--- config.mk ---
export PLATFORM = sky130hd
export DESIGN_NAME = garage_door_ctrl
export DESIGN_NICKNAME = d
export VERILOG_FILES = /design/src/rtl/garage_door_ctrl.sv
export SDC_FILE = /design/constraint.sdc
export NUM_CORES = 1
export LEC_CHECK = 0
export CAP_MARGIN = 15
export CORE_MARGIN = 2
export CORE_UTILIZATION = 30
export CTS_CLUSTER_DIAMETER = 150
export DETAILED_ROUTE_END_ITERATION = 12
export DONT_BUFFER_PORTS = 1
export SYNTH_ARGS = -nofsm -noshare
export SYNTH_HDL_FRONTEND = slang
export SYNTH_SLANG_ARGS = --single-unit
--- constraint.sdc ---
create_clock -name clk -period 5.6 [get_ports clk]
set_input_delay 0.56 -clock clk [delete_from_list [all_inputs] [get_ports clk]]
set_output_delay 0.56 -clock clk [all_outputs]
set_load 0.05 [all_outputs]
--- src/rtl/garage_door_ctrl.sv ---
// garage_door_ctrl: N_DOORS independent door FSMs with limit, obstruction, stop/reverse and run-timeout fault.
// Defining GARAGE_AUTOCLOSE_EN adds a per-door auto-close timer for doors left open and idle.
module garage_door_ctrl #(
  parameter int N_DOORS     = 2,
  parameter int TIMEOUT_CYC = 1000,
  parameter int ACLOSE_CYC  = 5000
) (
  input  logic               clk,
  input  logic               rst,
  input  logic [N_DOORS-1:0] activate,
  input  logic [N_DOORS-1:0] up_max,
  input  logic [N_DOORS-1:0] dn_max,
  input  logic [N_DOORS-1:0] obstruct,
  output logic [N_DOORS-1:0] up_m,
  output logic [N_DOORS-1:0] dn_m,
  output logic [N_DOORS-1:0] fault,
  output logic               busy
);

  localparam int RUN_W = $clog2(TIMEOUT_CYC);
  localparam logic [RUN_W-1:0] RUN_LAST = RUN_W'(TIMEOUT_CYC - 1);

  typedef enum logic [2:0] {
    IDLE    = 3'd0,
    MV_UP   = 3'd1,
    MV_DN   = 3'd2,
    STOPPED = 3'd3,
    FAULT   = 3'd4
  } state_t;

  if (N_DOORS < 1 || N_DOORS > 8 || TIMEOUT_CYC < 2 || ACLOSE_CYC < 2) begin : g_param_check
    $error("garage_door_ctrl: parameter out of range");
  end

  for (genvar i = 0; i < N_DOORS; i++) begin : g_door
    state_t           state_q, state_d;
    logic [RUN_W-1:0] run_cnt_q, run_cnt_d;
    logic             act_prev_q, act_prev_d;
    logic             armed_q, armed_d;
    logic             last_up_q, last_up_d;
    logic             up_m_q, up_m_d;
    logic             dn_m_q, dn_m_d;
    logic             fault_q, fault_d;
    logic             act_edge;
    logic             conflict;
    logic             aclose_hit;

    // armed_q stays low for the first edge after reset so a button already held does not fire
    assign act_edge = armed_q & activate[i] & ~act_prev_q;
    assign conflict = up_max[i] & dn_max[i];

`ifdef GARAGE_AUTOCLOSE_EN
    localparam int IDLE_W = $clog2(ACLOSE_CYC);
    localparam logic [IDLE_W-1:0] IDLE_LAST = IDLE_W'(ACLOSE_CYC - 1);
    logic [IDLE_W-1:0] idle_cnt_q, idle_cnt_d;
    logic              idle_open;

    assign idle_open  = (state_q == IDLE) & up_max[i] & ~obstruct[i] & ~act_edge;
    assign aclose_hit = idle_open & (idle_cnt_q == IDLE_LAST);

    always_comb begin
      idle_cnt_d = '0;
      if (idle_open && !aclose_hit) idle_cnt_d = idle_cnt_q + IDLE_W'(1);
    end

    always_ff @(posedge clk or negedge rst) begin
      if (!rst) idle_cnt_q <= '0;
      else      idle_cnt_q <= idle_cnt_d;
    end
`else
    assign aclose_hit = 1'b0;
`endif

    always_comb begin
      state_d    = state_q;
      act_prev_d = activate[i];
      armed_d    = 1'b1;
      case (state_q)
        IDLE: begin
          if (conflict) state_d = FAULT;
          else if (act_edge) begin
            if (up_max[i] && !dn_max[i]) begin
              if (!obstruct[i]) state_d = MV_DN;
            end else begin
              state_d = MV_UP;
            end
          end else if (aclose_hit) state_d = MV_DN;
        end
        MV_UP: begin
          if (conflict)                  state_d = FAULT;
          else if (up_max[i])            state_d = IDLE;
          else if (run_cnt_q == RUN_LAST) state_d = FAULT;
          else if (act_edge)             state_d = STOPPED;
        end
        MV_DN: begin
          if (conflict)                  state_d = FAULT;
          else if (dn_max[i])            state_d = IDLE;
          else if (obstruct[i])          state_d = MV_UP;
          else if (run_cnt_q == RUN_LAST) state_d = FAULT;
          else if (act_edge)             state_d = STOPPED;
        end
        STOPPED: begin
          if (conflict) state_d = FAULT;
          else if (act_edge) begin
            if (!last_up_q)        state_d = MV_UP;
            else if (!obstruct[i]) state_d = MV_DN;
          end
        end
        FAULT:   state_d = FAULT;
        default: state_d = IDLE;
      endcase

      up_m_d    = (state_d == MV_UP);
      dn_m_d    = (state_d == MV_DN);
      fault_d   = (state_d == FAULT);
      last_up_d = last_up_q;
      if (up_m_d)      last_up_d = 1'b1;
      else if (dn_m_d) last_up_d = 1'b0;

      // the run counter restarts whenever a new run begins, including an obstruction reversal
      run_cnt_d = '0;
      if ((up_m_d || dn_m_d) && (state_d == state_q)) run_cnt_d = run_cnt_q + RUN_W'(1);
    end

    always_ff @(posedge clk or negedge rst) begin
      if (!rst) begin
        state_q    <= IDLE;
        run_cnt_q  <= '0;
        act_prev_q <= 1'b0;
        armed_q    <= 1'b0;
        last_up_q  <= 1'b0;
        up_m_q     <= 1'b0;
        dn_m_q     <= 1'b0;
        fault_q    <= 1'b0;
      end else begin
        state_q    <= state_d;
        run_cnt_q  <= run_cnt_d;
        act_prev_q <= act_prev_d;
        armed_q    <= armed_d;
        last_up_q  <= last_up_d;
        up_m_q     <= up_m_d;
        dn_m_q     <= dn_m_d;
        fault_q    <= fault_d;
      end
    end

    assign up_m[i]  = up_m_q;
    assign dn_m[i]  = dn_m_q;
    assign fault[i] = fault_q;
  end

  assign busy = |(up_m | dn_m);

endmodule

---- Word-level counts from Yosys, hierarchy flattened ----
Cells that the tools add are included.
cells by class
  add/sub/neg operators ................... 2
  equal/unequal tests ..................... 18
  multiplexer cells ....................... 36
  bitwise logic cells ..................... 9
  reduce and logical (&&, ||, !) cells .... 13
operators with widths
  cell                   number
  $mux 3                 28
  $pmux 3 s5             2
  $add 10x1->10 const B  2
  $eq 10x10->1 const B   2
  $mux 10                2
  $eq 3x2->1 const B     6
  $eq 3x1->1 const B     4
  $eq 3x3->1 const B     4
  $and 1x1->1            6
  $eq 3x3->1             2
  $logic_not 3->1        2
  $logic_and 1x1->1      4
  $mux 1                 4
  $reduce_bool 2->1      2
  $logic_not 1->1        2
  $logic_or 1x1->1       2
  $not 1->1              2
  $or 2x2->2             1
  $reduce_or 2->1        1
storage, ports and cells
  register bits after elaboration ......... 37
  bits of input ports ..................... 10
  output and inout bits ................... 7
  logic and storage cells ................. 93

---- Logic depth before layout (Yosys ltp) ----
  depth after elaboration ................. 12
  mapped depth ............................ 7
  mapped depth without buffers ............ 7

---- Least setup slack after synthesis ----
No wires, ideal clock.
  path kind ............................... input port to flip-flop
  start ................................... input port obstruct[1]
  end ..................................... register g_door[1].run_cnt_q[8]
  setup time .............................. 88 ps
  data arrival time ....................... 1970 ps
  data required time ...................... 5512 ps
  setup slack ............................. 3542 ps
  stages .................................. 6
  path buffers ............................ 0
  path through ............................ nor4b_4 > o21ai_2 > o22ai_4 > or4b_4 > a2bb2oi_4 > nor3_2
between the ends
  word-level cells in the longest chain between the ends .. 9
  elaborated cells on any way between the ends .. 17
  classes of those cells .................. 3 x eq/ne; 12 x mux; 2 x reduce/logical
RTL lines
  element                                   line      source
  start, declared                           13        input logic [N_DOORS-1:0] obstruct,
  $mux 3                                    83, 106
  $mux 3, on equally long branches          105, 82
  $mux 3, on equally long branches          104, 81
  $mux 3, on equally long branches          103, 80
  $pmux 3 s5 *                              78        case (state_q)
  $eq 3x1->1 or $eq 3x2->1 (tied branches)  113, 114
  $logic_or 1x1->1                          122       if ((up_m_d || dn_m_d) && (state_d == state_q)) run_cnt_d = run_cnt_q + RUN_W'(1);
  $logic_and 1x1->1 *                       122
  $mux 10 *                                 122
  named net g_door[1].run_cnt_d[8]          37        logic [RUN_W-1:0] run_cnt_q, run_cnt_d;
  end signal, assigned                      137       run_cnt_q <= run_cnt_d;
  end, declared                             37
The timed path passes the listed nets; every way through them passes the cells marked *.
A chain may end at the register's enable or synchronous reset.

---- Worst setup path after layout ----
  start ................................... register g_door[1].state_q[1]
  end ..................................... register g_door[1].run_cnt_q[1]
between the ends
  word-level cells in the longest chain between the ends .. 10
  elaborated cells on any way between the ends .. 26
  classes of those cells .................. 7 x eq/ne; 16 x mux; 3 x reduce/logical
RTL lines
  element                                   line      source
  start, declared                           36        state_t state_q, state_d;
  start signal, assigned                    136       state_q <= state_d;
  $mux 3                                    93, 100
  $mux 3                                    99        else if (run_cnt_q == RUN_LAST) state_d = FAULT;
  $mux 3                                    98        else if (obstruct[i]) state_d = MV_UP;
  $mux 3                                    97        else if (dn_max[i]) state_d = IDLE;
  $mux 3                                    96        if (conflict) state_d = FAULT;
  $pmux 3 s5                                78
  $eq 3x1->1 or $eq 3x2->1 (tied branches)  113, 114
  $logic_or 1x1->1                          122
  $logic_and 1x1->1 *                       122
  $mux 10 *                                 122
  named net g_door[1].run_cnt_d[1]          37
Marks and branches as above.

==> results.md <==
* Cell count after synthesis at 210
* LEAKAGE at 0.0008798 µW
* Count of nets after finishing at 220
* Status: finished, final reports clean
* DRC at 0
* Startpoint of the worst-slack reg-to-reg timing path: g_door[1].state_q[1]
* Largest net degree at the start of global routing at 38
* H-tree levels at 2
* Minimum clock period at 2.330 ns
* Vias per std cell at 4.774
* Synth Register Bits at 37
* CTS Sinks at 37
* Site Rows at 30
* Number of endpoints failing setup at the final stage at 0
* Buffer type at the clock tree root: sky130_fd_sc_hd__clkbuf_8
* Endpoints failing hold at 0
* Number of nets in the synthesized netlist at 222
* Netlist area before placement at 0.002148 mm²
* Clock Skew at 0.004011 ns
* Power Density at 247.5 mW/mm²
* Combinational fraction of design power at 12.2%
* Growth of design area from synthesis to finish at 7.338%
* Final core utilization at 33.57%
* First-pass GRT wire length at 7086 µm
* Placed wire-length estimate after detailed placement at 2867 µm
* Post-DRT Antenna Nets at 0
* Max-Slew Margin vs Limit at 25.97%
* Worst hold-check path type: in2async
* Ratio of cells with drive above 1 in the final layout at 16.75%
* Fin Setup TNS at 0 ns
* GR Overflow Total at 0
* Height of the die at 88.62 µm
* Width of the die at 88.62 µm
* Reg-to-Reg End: g_door[1].run_cnt_q[1]
* Die ar. at 0.007854 mm²
* Kind of end point of the critical path: flip-flop
* Starting Density at 31.28%
* Routed vias at 1,456
* Antenna violations before repair at 0
* Syn_area_per_cell at 10.23 µm²
* Critical path startpoint category: flip-flop
* Required time of the critical path at 5.73 ns
* Worst Setup Path Type: reg2reg
* Internal power at 398.2 µW
* Worst R2R Path Depth at 6
* Portion of the clock cycle consumed by the worst path in the final layout at 41.61%
* Antenna Cells at 0
* F_max at 429.2 MHz
* Area fraction of the dominant cell type after synthesis at 43.10%
* Routed wire per std cell at 12.87 µm
* Unrepaired setup endpoints after global routing: false
* Sequential share of power at 56.1%
* Primary FF master, synth: sky130_fd_sc_hd__dfrtp_1
* Synthesis warning total at 0
* Clock share of power at 31.8%
* Count of maximum capacitance violations at 0
* Critical-path maximum fanout at 15
* # resized after CTS at 0
* Cell with the most instances after synthesis: sky130_fd_sc_hd__dfrtp_1
* IO Port Bufs at 0
* Worst-Margin Slew at 1.103 ns
* Net switching share of the total power at 30.22%
* Top cell types by occurrence after synthesis: sky130_fd_sc_hd__dfrtp_1, sky130_fd_sc_hd__nor2_1, sky130_fd_sc_hd__xnor2_1, sky130_fd_sc_hd__nand2_1
* All-layer global routing usage at 11.71%
* Cell accounting for the most synthesized area: sky130_fd_sc_hd__dfrtp_1
* Reported net switching power at 172.5 µW
* Worst-case clock buffer depth at 2
* Final Routed Wirelength at 3926 µm
* Final count of pins violating max slew at 0
* Core region area at 0.006869 mm²
* Asr flop ratio synth at 100.0%
* Worst R2R Setup Slack at 3.27 ns
* Iteration count of the initial detailed-routing pass at 4
* Number of enable-type register cells in the synthesized netlist at 0
* Arr. time, crit path at 2.46 ns
* Insertion delay to the later sink of the worst-skew pair at 0.29 ns
* Top-level port count at 17
* Sequential cell area fraction in the yosys report at 43.10%
* Most area-consuming cells after synthesis: sky130_fd_sc_hd__dfrtp_1, sky130_fd_sc_hd__xnor2_1, sky130_fd_sc_hd__nor3_2, sky130_fd_sc_hd__nor2_1, sky130_fd_sc_hd__xor2_1
* Clock transition time at the flip-flop clock pins of the worst setup and hold paths at 0.07 ns
* Synth cell types at 58
* Vias in the first global route at 1,474
* Max IR drop VDD at 0.08534 mV
* First DRT Iteration DRCs at 80
* Total clock buffers created by CTS at 5
* Placer's final routability congestion estimate at 0.8716
* CTS tree: built
==> power by group through the flow <==
stage / Sequential [µW] / Combinational, µW / Clock (µW)
after floorplan: 301 / 80.1 / 0
after global placement: 325 / 62.7 / 0
after detailed placement: 325 / 63.5 / 0
after CTS: 320 / 70.8 / 190
after global routing: 323 / 78.4 / 203
final: 320 / 69.3 / 181
==> how the worst max path moves through the flow <==
stage                             end            startpoint  cells past startpoint  slack, ns
4_1_cts        g_door[1].run_cnt_q[1]  g_door[1].state_q[1]                      6       3.27
5_1_grt        g_door[1].run_cnt_q[7]  g_door[1].state_q[1]                      6       3.08
3_3_place_gp   g_door[1].run_cnt_q[8]  g_door[1].state_q[1]                      6       3.36
6_report       g_door[1].run_cnt_q[1]  g_door[1].state_q[1]                      6       3.27
3_5_place_dp   g_door[1].run_cnt_q[5]  g_door[1].state_q[1]                      6       3.29
2_1_floorplan  g_door[1].run_cnt_q[8]           obstruct[1]                      6       3.54
==> flip-flops by register name, indices dropped and copies added, names as in the netlist <==
name	flops
g_door.run_cnt_q	20
g_door.state_q	6
g_door.act_prev_q	2
g_door.dn_m_q	2
g_door.fault_q	2
g_door.last_up_q	2
g_door.up_m_q	2
g_door.armed_q	1
==> worst max-delay path, cell delays in order, from the launching register on <==
cell and delay [ns]:
sky130_fd_sc_hd__dfrtp_1 0.65, sky130_fd_sc_hd__nor2_1 0.18, sky130_fd_sc_hd__a221oi_2 0.38, sky130_fd_sc_hd__o22ai_4 0.14
sky130_fd_sc_hd__mux2i_1 0.13, sky130_fd_sc_hd__o21ai_1 0.61, sky130_fd_sc_hd__nor3b_2 0.09
==> layer usage <==
layer	share of wire, %	track usage (%)
met1	49	15.66
met2	45	17.71
met3	4.0	3.358
met4	2.2	4.959
met5	0	0
==> per-stage QoR <==
step	hold slack, ns	setup slack [ns]	power [µW]	instance area (µm²)	cells
after global routing	0.1018	3.081	604.0	2306	305
after global placement	0.2666	3.364	387.5	2200	296
after CTS	0.09952	3.267	580.8	2306	305
after detailed placement	0.2665	3.286	388.8	2200	296
final	0.1054	3.270	570.7	2306	305
after floorplan	0.2644	3.542	381.3	2148	210
==> layout by cell type, fill, tap and decap left out, types with 5 or more instances in the layout <==
| cell type | instances |
|---|---|
| sky130_fd_sc_hd__and3_1 | 6 |
| sky130_fd_sc_hd__nand2_1 | 10 |
| sky130_fd_sc_hd__nand3_1 | 8 |
| sky130_fd_sc_hd__clkbuf_8 | 5 |
| sky130_fd_sc_hd__nor3_2 | 9 |
| sky130_fd_sc_hd__xnor2_1 | 11 |
| sky130_fd_sc_hd__nor2_1 | 23 |
| sky130_fd_sc_hd__dfrtp_1 | 37 |
| sky130_fd_sc_hd__inv_1 | 9 |
| sky130_fd_sc_hd__a21oi_1 | 5 |
| sky130_fd_sc_hd__xor2_1 | 6 |
| sky130_fd_sc_hd__o21ai_0 | 8 |
==> final cells by class <==
class	count	area, µm²
tap	96	120.1
clock buffer	5	68.82
clock inverter	3	17.52
multi-input combinational	153	1116
fill	703	4563
inverter	10	37.54
sequential	37	925.9
timing repair buffer	1	20.02
==> cell families after synthesis <==
kind of cell	Yosys count	synth area share, %
AND/OR/NAND/NOR	90	26.03
multiplexers	2	1.514
AO/OA/AOI/OAI	40	15.67
adder cells (fa/ha/maj)	3	1.631
XOR/XNOR	17	6.931
buffers and inverters	20	4.950
other	1	0.1746
flip-flops	37	43.10
==> repair_timing <==
item                                   in CTS  in global routing
buffers inserted                            0                  0
hold buffers                                1                  0
endpoints found under the hold margin      37                  0
No activity file was read; power rests on OpenSTA's default activity.
